--- config.mk ---
export PLATFORM = sky130hd
export DESIGN_NAME = axi_read_arbiter
export DESIGN_NICKNAME = d
export VERILOG_FILES = /design/src/rtl/axi_read_arbiter.sv
export SDC_FILE = /design/constraint.sdc
export NUM_CORES = 1
export LEC_CHECK = 0
export BUFFER_PORTS_ARGS = -buffer_cell sky130_fd_sc_hd__buf_2
export CORE_AREA = 5 5 105 78
export CTS_BUF_LIST = sky130_fd_sc_hd__clkbuf_4 sky130_fd_sc_hd__clkbuf_8 sky130_fd_sc_hd__clkbuf_16
export DETAILED_ROUTE_END_ITERATION = 8
export DIE_AREA = 0 0 110 83
export GPL_ROUTABILITY_DRIVEN = 0
export PLACE_DENSITY = 0.83
export SKIP_CTS_REPAIR_TIMING = 1
export SYNTH_ARGS = -nofsm -noshare
export SYNTH_HDL_FRONTEND = slang
export SYNTH_SLANG_ARGS = --single-unit
--- constraint.sdc ---
create_clock -name clk -period 2.83 [get_ports clk]
set_input_delay 0.566 -clock clk [delete_from_list [all_inputs] [get_ports clk]]
set_output_delay 0.566 -clock clk [all_outputs]
set_load 0.03 [all_outputs]
--- src/rtl/axi_read_arbiter.sv ---
// axi_read_arbiter
// Shares one AXI AR/R channel pair between an instruction-fetch requester
// and a data-load requester, both using sram-like handshakes.
//
// Ports:
//   clk, rst_p                 clock, asynchronous active-high reset
//   inst_req/addr              instruction read request
//   inst_addr_ok/data_ok/rdata instruction accept, data valid, data
//   data_req/addr/size         data read request
//   data_addr_ok/data_ok/rdata data accept, data valid, data
//   write_pending              blocks new data grants while a store is in flight
//   arid/araddr/arsize/arvalid/arready  AXI read address channel
//   rid/rdata/rlast/rvalid/rready       AXI read data channel
//
// Data has priority. Once STARVE_LIMIT data grants have gone by while inst
// was waiting, inst gets the next grant. Each requester may have at most
// MAX_OUTSTANDING reads in flight. R beats are steered by rid (0 = inst,
// 1 = data). Only single-beat bursts are expected.
module axi_read_arbiter #(
  parameter int MAX_OUTSTANDING = 2,
  parameter int STARVE_LIMIT    = 4
) (
  input  logic        clk,
  input  logic        rst_p,
  input  logic        inst_req,
  input  logic [31:0] inst_addr,
  output logic        inst_addr_ok,
  output logic        inst_data_ok,
  output logic [31:0] inst_rdata,
  input  logic        data_req,
  input  logic [31:0] data_addr,
  input  logic [2:0]  data_size,
  output logic        data_addr_ok,
  output logic        data_data_ok,
  output logic [31:0] data_rdata,
  input  logic        write_pending,
  output logic [3:0]  arid,
  output logic [31:0] araddr,
  output logic [2:0]  arsize,
  output logic        arvalid,
  input  logic        arready,
  input  logic [3:0]  rid,
  input  logic [31:0] rdata,
  input  logic        rlast,
  input  logic        rvalid,
  output logic        rready
);

  localparam int SW = (STARVE_LIMIT < 1) ? 1 : $clog2(STARVE_LIMIT + 1);

  typedef enum logic {IDLE, AR_WAIT} state_t;

  state_t         r_state;
  logic           r_arvalid;
  logic [3:0]     r_arid;
  logic [31:0]    r_araddr;
  logic [2:0]     r_arsize;
  logic [2:0]     r_inst_cnt;
  logic [2:0]     r_data_cnt;
  logic [SW-1:0]  r_starve;

  logic w_idle;
  logic w_inst_elig;
  logic w_data_elig;
  logic w_starved;
  logic w_grant_inst;
  logic w_grant_data;
  logic w_inst_beat;
  logic w_data_beat;
  logic w_unused_rlast;

  // Bursts are single-beat, so rlast carries no extra information.
  assign w_unused_rlast = rlast;

  assign w_idle      = (r_state == IDLE) && !rst_p;
  assign w_inst_elig = inst_req && (r_inst_cnt < 3'(MAX_OUTSTANDING));
  assign w_data_elig = data_req && !write_pending && (r_data_cnt < 3'(MAX_OUTSTANDING));
  assign w_starved   = (r_starve == SW'(STARVE_LIMIT)) && w_inst_elig;

  assign w_grant_data = w_idle && w_data_elig && !w_starved;
  assign w_grant_inst = w_idle && w_inst_elig && !w_grant_data;

  assign inst_addr_ok = w_grant_inst;
  assign data_addr_ok = w_grant_data;

  // R channel never backpressures; it only closes while reset is held.
  assign rready = !rst_p;

  // IDs outside {0,1} fall through both compares and are dropped.
  assign w_inst_beat = rvalid && rready && (rid == 4'd0);
  assign w_data_beat = rvalid && rready && (rid == 4'd1);

  assign inst_data_ok = w_inst_beat;
  assign data_data_ok = w_data_beat;
  assign inst_rdata   = rdata;
  assign data_rdata   = rdata;

  assign arvalid = r_arvalid;
  assign arid    = r_arid;
  assign araddr  = r_araddr;
  assign arsize  = r_arsize;

  // Simultaneous capture and return cancel out; a return with nothing
  // outstanding leaves the count at zero.
  function automatic logic [2:0] next_cnt(input logic [2:0] cnt,
                                          input logic inc,
                                          input logic dec);
    logic [2:0] res;
    res = cnt;
    if (inc && !dec)
      res = cnt + 3'd1;
    else if (dec && !inc && (cnt != 3'd0))
      res = cnt - 3'd1;
    return res;
  endfunction

  always_ff @(posedge clk or posedge rst_p) begin
    if (rst_p) begin
      r_state    <= IDLE;
      r_arvalid  <= 1'b0;
      r_arid     <= 4'd0;
      r_araddr   <= 32'd0;
      r_arsize   <= 3'd0;
      r_inst_cnt <= 3'd0;
      r_data_cnt <= 3'd0;
      r_starve   <= '0;
    end else begin
      case (r_state)
        IDLE: begin
          if (w_grant_data || w_grant_inst) begin
            r_state   <= AR_WAIT;
            r_arvalid <= 1'b1;
            r_arid    <= w_grant_data ? 4'd1 : 4'd0;
            r_araddr  <= w_grant_data ? data_addr : inst_addr;
            r_arsize  <= w_grant_data ? data_size : 3'd2;
          end
        end
        AR_WAIT: begin
          if (arready) begin
            r_state   <= IDLE;
            r_arvalid <= 1'b0;
          end
        end
        default: begin
          r_state   <= IDLE;
          r_arvalid <= 1'b0;
        end
      endcase

      r_inst_cnt <= next_cnt(r_inst_cnt, w_grant_inst, w_inst_beat);
      r_data_cnt <= next_cnt(r_data_cnt, w_grant_data, w_data_beat);

      // Counts data grants that overtook a waiting inst request.
      if (!inst_req || w_grant_inst)
        r_starve <= '0;
      else if (w_grant_data && (r_starve != SW'(STARVE_LIMIT)))
        r_starve <= r_starve + SW'(1);
    end
  end

endmodule

# ---- Word-level counts from Yosys, hierarchy flattened
# Cells that the tools add are included.
dict set report word_totals {
  out_inout_bits 109
  word_cells 73
  ff_bits 50
}
dict set report classes {
  add_sub_neg 5
  eq_ne 5
  order_cmp 2
  muxes 15
  reduce_logical 37
  bitwise 1
}
# cell count
set ops {}
lappend ops {{$mux 32} 1}
lappend ops {{$mux 3} 7}
lappend ops {{$logic_and 1x1->1} 19}
lappend ops {{$add 3x1->3 const B} 3}
lappend ops {{$logic_not 1->1} 8}
lappend ops {{$lt 3x2->1 const B} 2}
lappend ops {{$reduce_bool 2->1} 3}
lappend ops {{$reduce_bool 3->1} 2}
lappend ops {{$sub 3x1->3 const B} 2}
lappend ops {{$mux 1} 5}
lappend ops {{$eq 4x1->1 const B} 1}
lappend ops {{$logic_not 4->1} 1}
lappend ops {{$pmux 1 s2} 2}
lappend ops {{$reduce_and 2->1} 2}
lappend ops {{$eq 3x3->1 const B} 1}
lappend ops {{$ne 3x3->1 const B} 1}
lappend ops {{$logic_or 1x1->1} 2}
lappend ops {{$ne 2x1->1 const B} 1}
lappend ops {{$ne 2x2->1 const B} 1}
lappend ops {{$not 1->1} 1}

# ---- Depth between registers and ports, before layout
# Gate-level depths: netlist of the first run.
dict set report logic_depth {
  word_depth 12
  mapped_depth 12
  depth_no_buf 10
}

# ---- Worst setup path after synthesis of the first run
# OpenSTA, ideal clock, no wires.
dict set report synth_timing {
  kind {input-to-reg}
  startpoint {in rst_p}
  endpoint {reg r_inst_cnt[2]}
  n_path_buf 1
  t_arrival_ns 3.015
  t_required_ns 2.743
  path_slack_ns -0.272
  stages 7
  path_cell_list {inv_1 nand4_1 clkbuf_1 nand2_1 fa_1 or4_1 o211ai_1}
}
dict set report synth_between {
  elab_chain_cells 10
  elab_cells_between_ends 16
  classes_between {1 x mux; 15 x reduce/logical}
}
# element line_no
set synth_lines {}
lappend synth_lines {{start: declaration} 24} ;# input logic rst_p,
lappend synth_lines {{$logic_not 1->1 (no source line) (*)} --}
lappend synth_lines {{$logic_and 1x1->1} 75} ;# assign w_idle = (r_state == IDLE) && !rst_p;
lappend synth_lines {{$logic_and 1x1->1 (2 in a row)} 80} ;# assign w_grant_data = w_idle && w_data_elig && !w_starved;
lappend synth_lines {{$logic_not 1->1} 81} ;# assign w_grant_inst = w_idle && w_inst_elig && !w_grant_data;
lappend synth_lines {{$logic_and 1x1->1} 81}
lappend synth_lines {{$logic_not 1->1} 112} ;# else if (dec && !inc && (cnt != 3'd0))
lappend synth_lines {{$logic_and 1x1->1 (2 in a row)} 112}
lappend synth_lines {{$reduce_bool 2->1 (no source line)} --}
lappend synth_lines {{end signal: assignment} 150} ;# r_inst_cnt <= next_cnt(r_inst_cnt, w_grant_inst, w_inst_beat);
lappend synth_lines {{end: declaration} 58} ;# logic [2:0] r_inst_cnt;
# Mark *: on every way between the ends. The rest lies on a longest branch, timed or not.
# A chain may end at the register's enable or synchronous reset.

# ---- Worst setup path in the final report of the first run
dict set report layout_timing {
  startpoint {reg r_inst_cnt[1]}
  endpoint {out inst_addr_ok}
}
dict set report layout_between {
  elab_chain_cells 7
  elab_cells_between_ends 8
  classes_between {1 x order compare; 7 x reduce/logical}
}
# element line_no
set layout_lines {}
lappend layout_lines {{$lt 3x2->1 (*)} 76} ;# assign w_inst_elig = inst_req && (r_inst_cnt < 3'(MAX_OUTSTANDING));
lappend layout_lines {{$logic_and 1x1->1 (*)} 76}
lappend layout_lines {{$logic_and 1x1->1} 78} ;# assign w_starved = (r_starve == SW'(STARVE_LIMIT)) && w_inst_elig;
lappend layout_lines {{$logic_not 1->1} 80}
lappend layout_lines {{$logic_and 1x1->1} 80}
lappend layout_lines {{$logic_not 1->1} 81}
lappend layout_lines {{$logic_and 1x1->1 (*)} 81}
lappend layout_lines {{end: declaration} 27} ;# output logic inst_addr_ok,
# Marked as above.

==> results of run 1 <==
critical path, delay by kind of cell (launching register included):
kind                   cells  cell delay [ns]
flip-flops                 1             0.47
AND/OR/NAND/NOR            1             0.43
AO/OA/AOI/OAI              1             0.41
buffers and inverters      2             0.38
layout make-up:
class / instances / area (sq um) / area share
flip-flops and latches: 47 / 1180 / 0.384
clock buffers: 5 / 68.8 / 0.0224
well taps: 98 / 123 / 0.0400
multi-input cells: 102 / 840 / 0.274
inverters: 41 / 158 / 0.0514
clock inverters: 3 / 46.3 / 0.0151
repair buffers: 127 / 656 / 0.214
how the worst min path moves through the flow:
stage	slack [ns]	end	cells after the start
final	0.45	r_state	2
after detailed placement	0.46	arid[0]	1
after floorplan	0.50	r_starve[2]	2
after global routing	0.45	r_state	2
after CTS	0.43	r_state	2
after global placement	0.45	arvalid	2
report_power, final:
part           switching (mW)  internal (mW)  total [mW]
Clock                   0.245          0.267       0.511
Sequential              0.225          0.960        1.19
Combinational           0.938          0.552        1.49
Total                    1.41           1.78        3.19
layer usage:
layer  part of all wire  up-vias
li1                   -      982
met1               0.36     1054
met2               0.51      129
met3               0.12       15
met4              0.013        0
met5                  0        -
flip-flops by register name (all words and copies together) (netlist names):
signal	cells
araddr	32
arsize	3
r_data_cnt	3
r_inst_cnt	3
r_starve	3
arid	1
arvalid	1
r_state	1
cell usage in the layout, fill, tap and decap left out, drive strengths merged, types with 2 or more instances in the layout:
master / synthesis / layout
buf: 79 / 127
dfrtp: 47 / 47
inv: 41 / 41
a222oi: 32 / 32
nor2: 11 / 11
nand2: 7 / 7
nand3: 5 / 5
clkbuf: 2 / 5
o21ai: 5 / 5
a21oi: 4 / 4
mux2i: 3 / 3
conb: 1 / 3
clkinvlp: 0 / 2
nand4: 2 / 2
a22o: 2 / 2
xnor2: 2 / 2
or3: 2 / 2
xor2: 2 / 2
a21o: 2 / 2
ha: 2 / 2
fa: 2 / 2
through the flow:
stage                     utilization  area [sq um]  std cells  hold WS [ns]  total power, mW
final                           0.434          3070        423         0.446             3.19
after global routing            0.434          3070        423         0.449             3.41
after CTS                       0.434          3070        423         0.433             3.23
after detailed placement        0.418          2950        415         0.460             2.70
after global placement          0.418          2950        415         0.455             2.63
after floorplan                     -          2770        271         0.504             2.41
kinds of logic (layout without fill, tap and decap cells):
logic type / Yosys count / count (layout) / share of synthesized area
adders and majority gates: 4 / 4 / 0.0238
DFF: 47 / 47 / 0.430
muxes: 4 / 4 / 0.0151
AOI/OAI and AO/OA: 52 / 52 / 0.174
other: 1 / 3 / 0.00137
xor gates and xnor gates: 4 / 4 / 0.0128
and+or+nand+nor: 35 / 35 / 0.0723
buffers and inverters: 122 / 176 / 0.270
==> flow_metrics.tcl, run 1 <==
set metrics [dict create \
    final.setup.worst_slack_ns 0.278 \
    die_x_um 110 \
    fp-row-count 26 \
    tns_ns 0 \
    yosys.area.top_type "dfrtp_1" \
    antenna_cells 0 \
    async_flop_share 1.00 \
    core-area_sq_um 7060 \
    die_height_um 83 \
    slew_headroom 0.572 \
    antenna_found_initial 0 \
    hold_viol_final 0 \
    ant_nets 0 \
    cp_max_fo 6 \
    crit_required_ns 2.26 \
    p_per_area_nw_per_um2 1040 \
    cts_tree "built" \
    drv_cap 0 \
    grt_pass1_wl_um 10600 \
    pre_cts_ws_ns 0.200 \
    fill_cells 697 \
    dpl.hpwl_um 4970 \
    synth.area.top_cells "dfrtp_1 43%, buf_4 19%, a222oi_1 12%" \
    grt_usage 0.143 \
    drc 0 \
    portBuffers 119 \
    synth_edf_count 0 \
    crit_type "reg -> out" \
    clkSinkCount 47 \
    r2r_end "r_inst_cnt[1]" \
    synth_cells 269 \
    syn_avg_cell_area_sq_um 10.2 \
    worstSkewPairLatency_ns 0.30 \
    area_growth_pct 12.2 \
    worstRegToRegCells 7 \
    wl_um 6670 \
    synth_flop_cell "dfrtp_1" \
    min_period_ns 2.55 \
    ys_seq_elements 47 \
    nets 439 \
    use_met1 0.152 \
    hp-start "arready" \
    vias 2180 \
    hp-class "in -> reg" \
    critical-path-max-stage-delay_ns 0.47 \
    routedWlPerCell_um 15.8 \
    crit_path_start "r_inst_cnt[1]" \
    cts_max_path_buffers 2 \
    yosysSeqAreaShare 0.430 \
    die_area_sq_um 9130 \
    setup_viol 0 \
    yosysWarnings 0 \
    grt-busiest-layer "met2" \
    fin_skew_ns 0.00971 \
    met2_usage 0.257 \
    worst_slew_pin_slew_ns 0.642 \
    crit_path_end_kind "output port" \
    critPathArrivalTime_ns 1.99 \
    overflow 0 \
    dr.pass1.iters 7 \
    status "finished clean" \
    synthesis.area_sq_um 2730 \
    use_met3 0.0550 \
    path_cells "or3b_4, a2111oi_4, buf_4, buf_2" \
    htree_levels 2 \
    grt_max_degree 49 \
    reg2reg_from "r_inst_cnt[1]" \
    rsz0062_at_grt "false" \
    ys_types 39 \
    finalCritPeriodShare 0.902 \
    drive_above_1_share 0.440 \
    ios 220 \
    cp-start-kind "flop" \
    yosysMostFrequentCell "buf_4" \
    drt_iter0_markers 162 \
    synth_top_area_frac 0.430 \
    crit_slowest_cell "dfrtp_1" \
    leakage_nw 1.70 \
    r2r_slack_ns 0.38 \
    ys_top_cells_by_count "68 x buf_4, 47 x dfrtp_1, 41 x inv_1" \
    vias_per_cell 5.15 \
    fmax_mhz 392 \
    ir_drop_uv 567 \
    clock-root-buffer "clkbuf_8" \
    grt_pass1_vias 2298 \
    slew_violations 0 \
    clkTransAtPathRegs_ns 0.10 \
    start_util 0.387 \
    cp-endpoint "inst_addr_ok" \
    cts_buffers 5 \
]
Power figures use the tool's default switching activity.
==> run 2: changes to the inputs <==
PLACE_DENSITY = unset   (was 0.83)
PLACE_DENSITY_LB_ADDON = 0.3   (was unset)
clock period = 2.6 ns   (was 2.83 ns; I/O delays follow)
==> run 2 against run 1 <==
  * Clock power is 11% higher
  * Critical path depth is 6 higher
  * Utilization is 0.82 points higher
  * Register-to-register slack worse by 0.24 ns
  * Sequential share of layout area is 0.71 points lower
  * Via count is 4.2% lower
==> flow_metrics.tcl, run 2 (same netlist as run 1, synthesis figures left out) <==
set metrics [dict create \
    overflow 0 \
    layout_common_cells "119 x buf_2, 47 x dfrtp_1, 40 x inv_1" \
    antenna_found_initial 0 \
    ios 220 \
    die_height_um 83 \
    antenna_cells 0 \
    portBuffers 119 \
    core-area_sq_um 7060 \
    wl_um 6400 \
    setup_viol 0 \
    die_area_sq_um 9130 \
    layout_commonest_cell "buf_2" \
    leakage_nw 1.74 \
    clkSinkCount 47 \
    nets 445 \
    crit_type "reg -> reg" \
    worstSkewPairLatency_ns 0.30 \
    finalCritPeriodShare 0.947 \
    clkTransAtPathRegs_ns 0.09 \
    start_util 0.387 \
    largest_reg_flops 32 \
    die_x_um 110 \
    slew_violations 0 \
    vias_per_cell 4.87 \
    grt_pass1_wl_um 10300 \
    min_period_ns 2.46 \
    clock-root-buffer "clkbuf_8" \
    drt_iter0_markers 135 \
    placed_area_sq_um 2970 \
    crit_path_end_kind "flop" \
    worst_slew_pin_slew_ns 0.609 \
    path_cells "inv_1, ha_1, nand2_2, a2111oi_4, buf_4, nand2_4, fa_2, o21ai_1, or3_1, nand3_1" \
    reg2reg_from "r_starve[0]" \
    htree_levels 2 \
    cp-start-kind "flop" \
    area_growth_pct 14.3 \
    cts_buffers 5 \
    rsz0062_at_grt "false" \
    grt_usage 0.142 \
    cp_max_fo 4 \
    crit_required_ns 2.84 \
    critPathArrivalTime_ns 2.70 \
    cts_tree "built" \
    hp-start "arready" \
    crit_slowest_cell "fa_2" \
    fmax_mhz 406 \
    hp-class "in -> reg" \
    fin_skew_ns 0.00519 \
    grt_pass1_vias 2154 \
    final_area_sq_um 3120 \
    crit_path_start "r_starve[0]" \
    hold_viol_final 0 \
    ant_nets 0 \
    dpl.hpwl_um 4820 \
    fin_hold_ws_ns 0.407 \
    grt_max_degree 49 \
    vias 2088 \
    critical-path-max-stage-delay_ns 0.55 \
    slew_headroom 0.594 \
    drc 0 \
    p_per_area_nw_per_um2 1120 \
    dr.pass1.iters 5 \
    drv_cap 0 \
    routedWlPerCell_um 14.9 \
    ir_drop_uv 658 \
    status "finished clean" \
    fp-row-count 26 \
    drive_above_1_share 0.453 \
    cts_max_path_buffers 2 \
]
[run 2: changes by cell type in the layout (fill, tap and decap cells not counted), sizes merged]
cell	previous run	this run
clkbuf	5	6
buf	127	133
clkinvlp	2	1
[run 2: stage by stage]
stage,util,setup slack (ns),TNS [ns],power (mW),std cells
6_report,0.443,0.137,0,3.50,429
3_3_place_gp,0.420,0.0301,0,2.91,417
3_5_place_dp,0.420,-0.00104,-0.00104,2.95,417
2_1_floorplan,-,-0.258,-0.482,2.62,271
4_1_cts,0.437,-0.0620,-0.0778,3.54,425
5_1_grt,0.443,0.00393,0,3.77,429
[run 2: worst max-delay path: cells and delay by family (launching register included)]
kind                       cells  cell delay (ns)
buffers and inverters          2             0.28
adders and majority gates      2             0.71
AOI/OAI and AO/OA              2             0.46
and+or+nand+nor                4             0.54
DFF                            1             0.41
[run 2: power breakdown]
part           leakage (nW)  switching (mW)  internal, mW
logic                  1.09            1.03         0.626
clock network        0.0618           0.251         0.316
registers             0.587           0.237          1.05
[run 2: path summary, 6_finish.rpt]
path / end / slack, ns / cells past startpoint
setup / recovery: r_inst_cnt[1] / 0.14 / 10
max in group asynchronous: araddr[15] / 1.73 / 3
setup reg to reg: r_inst_cnt[1] / 0.14 / 10
hold reg to reg: arid[0] / 0.48 / 1
hold / removal: r_state / 0.41 / 2
min in group asynchronous: r_data_cnt[2] / 0.47 / 3
[run 2: area by class of cell]
cell class / instances / area, sq um
inverters: 41 / 158
fillers: 708 / 3940
well taps: 98 / 123
repair buffers: 133 / 704
multi-input cells: 102 / 842
flip-flops and latches: 47 / 1180
clock inverters: 2 / 38.8
clock buffers: 6 / 82.6
[run 2: metal layers]
| layer | global-route usage | wire [um] | vias to the layer above |
|---|---|---|---|
| li1 | - | - | 994 |
| met1 | 0.180 | 2710 | 971 |
| met2 | 0.216 | 2900 | 104 |
| met3 | 0.0543 | 688 | 19 |
| met4 | 0.0521 | 108 | 0 |
| met5 | 0 | 0 | - |
==> run 3: changes to the inputs <==
CORE_AREA = 2 2 99 72   (was 5 5 105 78)
DIE_AREA = 0 0 101 74   (was 0 0 110 83)
PLACE_DENSITY = 0.94   (was unset)
PLACE_DENSITY_LB_ADDON = unset   (was 0.3)
clock period = 2.86 ns   (was 2.6 ns; I/O delays follow)
==> run 3 against run 2 <==
  * Cell area down 3.8%
  * Combinational power fell by 11%
  * Sequential cell count is the same
  * Largest cell class unchanged
==> flow_metrics.tcl, run 3 (same netlist as run 1, synthesis figures left out) <==
set metrics [dict create \
    tns_ns 0 \
    hp-start "inst_addr[18]" \
    rsz0062_at_grt "false" \
    cts_max_path_buffers 2 \
    fin_hold_ws_ns 0.473 \
    routedWlPerCell_um 15.5 \
    utilization 0.457 \
    fin_skew_ns 0.00987 \
    vias 2128 \
    p_per_area_nw_per_um2 1020 \
    crit_type "reg -> out" \
    overflow 0 \
    drive_above_1_share 0.437 \
    sw_frac_of_total 0.453 \
    drt_iter0_markers 152 \
    largest_reg_flops 32 \
    intPower_mw 1.67 \
    layout_commonest_cell "buf_2" \
    clkSinkCount 47 \
    cts_tree "built" \
    portBuffers 119 \
    ir_drop_uv 573 \
    crit_slowest_cell "dfrtp_1" \
    crit_required_ns 2.29 \
    hp-class "in -> reg" \
    ant_nets 0 \
    crit_path_end_kind "output port" \
    p_sw_mw 1.39 \
    leakage_nw 1.68 \
    dr.pass1.iters 5 \
    fmax_mhz 374 \
    path_cells "or3b_4, a2111oi_4, buf_4, buf_2" \
    setup_viol 0 \
    core-area_sq_um 6570 \
    crit_path_start "r_inst_cnt[1]" \
    antenna_cells 0 \
    ios 220 \
    worst_slew_pin_slew_ns 0.777 \
    nets 437 \
    clkTransAtPathRegs_ns 0.10 \
    slew_headroom 0.482 \
    placed_area_sq_um 2920 \
    wl_um 6270 \
    cp_max_fo 15 \
    die_height_um 74 \
    vias_per_cell 5.27 \
    hold_viol_final 0 \
    fp-row-count 25 \
    critPathArrivalTime_ns 2.10 \
    grt_pass1_wl_um 9510 \
    final_area_sq_um 3000 \
    slew_violations 0 \
    die_area_sq_um 7470 \
    cts_buffers 5 \
    area_growth_pct 9.89 \
    cp-start-kind "flop" \
    min_period_ns 2.68 \
    drv_cap 0 \
    critical-path-max-stage-delay_ns 0.46 \
    seq_power_share 0.384 \
    grt_pass1_vias 2015 \
    grt_max_degree 49 \
    power.share.clock 0.135 \
    clock-root-buffer "clkbuf_8" \
    combinationalPowerShare 0.481 \
    dpl.hpwl_um 4610 \
    worstSkewPairLatency_ns 0.30 \
    layout_common_cells "119 x buf_2, 47 x dfrtp_1, 40 x inv_1" \
    antenna_found_initial 0 \
    die_x_um 101 \
    start_util 0.416 \
    htree_levels 2 \
    drc 0 \
    fill_cells 619 \
    status "finished clean" \
    grt_usage 0.163 \
    reg2reg_from "r_inst_cnt[1]" \
    finalCritPeriodShare 0.936 \
]
## run 3: cell type report
cell class / count / area (sq um) / share of cell area
Sequential cell: 47 / 1180 / 0.392
Inverter: 41 / 158 / 0.0525
Timing Repair Buffer: 125 / 641 / 0.213
Clock inverter: 2 / 12.5 / 0.00416
Clock buffer: 6 / 76.3 / 0.0254
Tap cell: 81 / 101 / 0.0337
Multi-Input combinational cell: 102 / 840 / 0.279
## run 3: power groups by stage
stage                     clock, mW  combinational, mW  sequential [mW]
after CTS                     0.432               1.49             1.17
after floorplan                   0              0.757             1.63
after detailed placement          0               1.49             1.18
after global routing          0.454               1.59             1.21
after global placement            0               1.43             1.16
final                         0.412               1.47             1.18
## run 3: worst paths after layout
path | end | slack (ns) | cells after the start
setup / recovery | inst_addr_ok | 0.18 | 4
hold / removal | araddr[18] | 0.47 | 3
setup reg to reg | r_inst_cnt[1] | 0.39 | 7
hold reg to reg | arvalid | 0.50 | 2
max in group asynchronous | araddr[31] | 1.94 | 3
min in group asynchronous | arsize[2] | 0.51 | 3
## run 3: worst max-delay path, delay by kind of cell, from the launching register on
kind | cells | cell delay [ns]
buffers and inverters | 2 | 0.50
AND/OR/NAND/NOR | 1 | 0.42
AO/OA/AOI/OAI | 1 | 0.42
flip-flops | 1 | 0.46
## run 3: per-layer routing
layer | track usage | vias up | wire [um] | share of wire
li1 | - | 974 | - | -
met1 | 0.187 | 1009 | 2510 | 0.40
met3 | 0.0677 | 8 | 684 | 0.11
met5 | 0 | - | 0 | 0
met2 | 0.282 | 137 | 3020 | 0.48
met4 | 0.0480 | 0 | 60 | 0.0096
## run 3: stage by stage
step           worst slack [ns]  total power [mW]  cells
6_report                  0.184              3.06    404
2_1_floorplan           -0.0504              2.38    271
4_1_cts                   0.157              3.09    404
3_5_place_dp              0.197              2.67    396
3_3_place_gp              0.238              2.59    396
5_1_grt                  0.0713              3.26    404
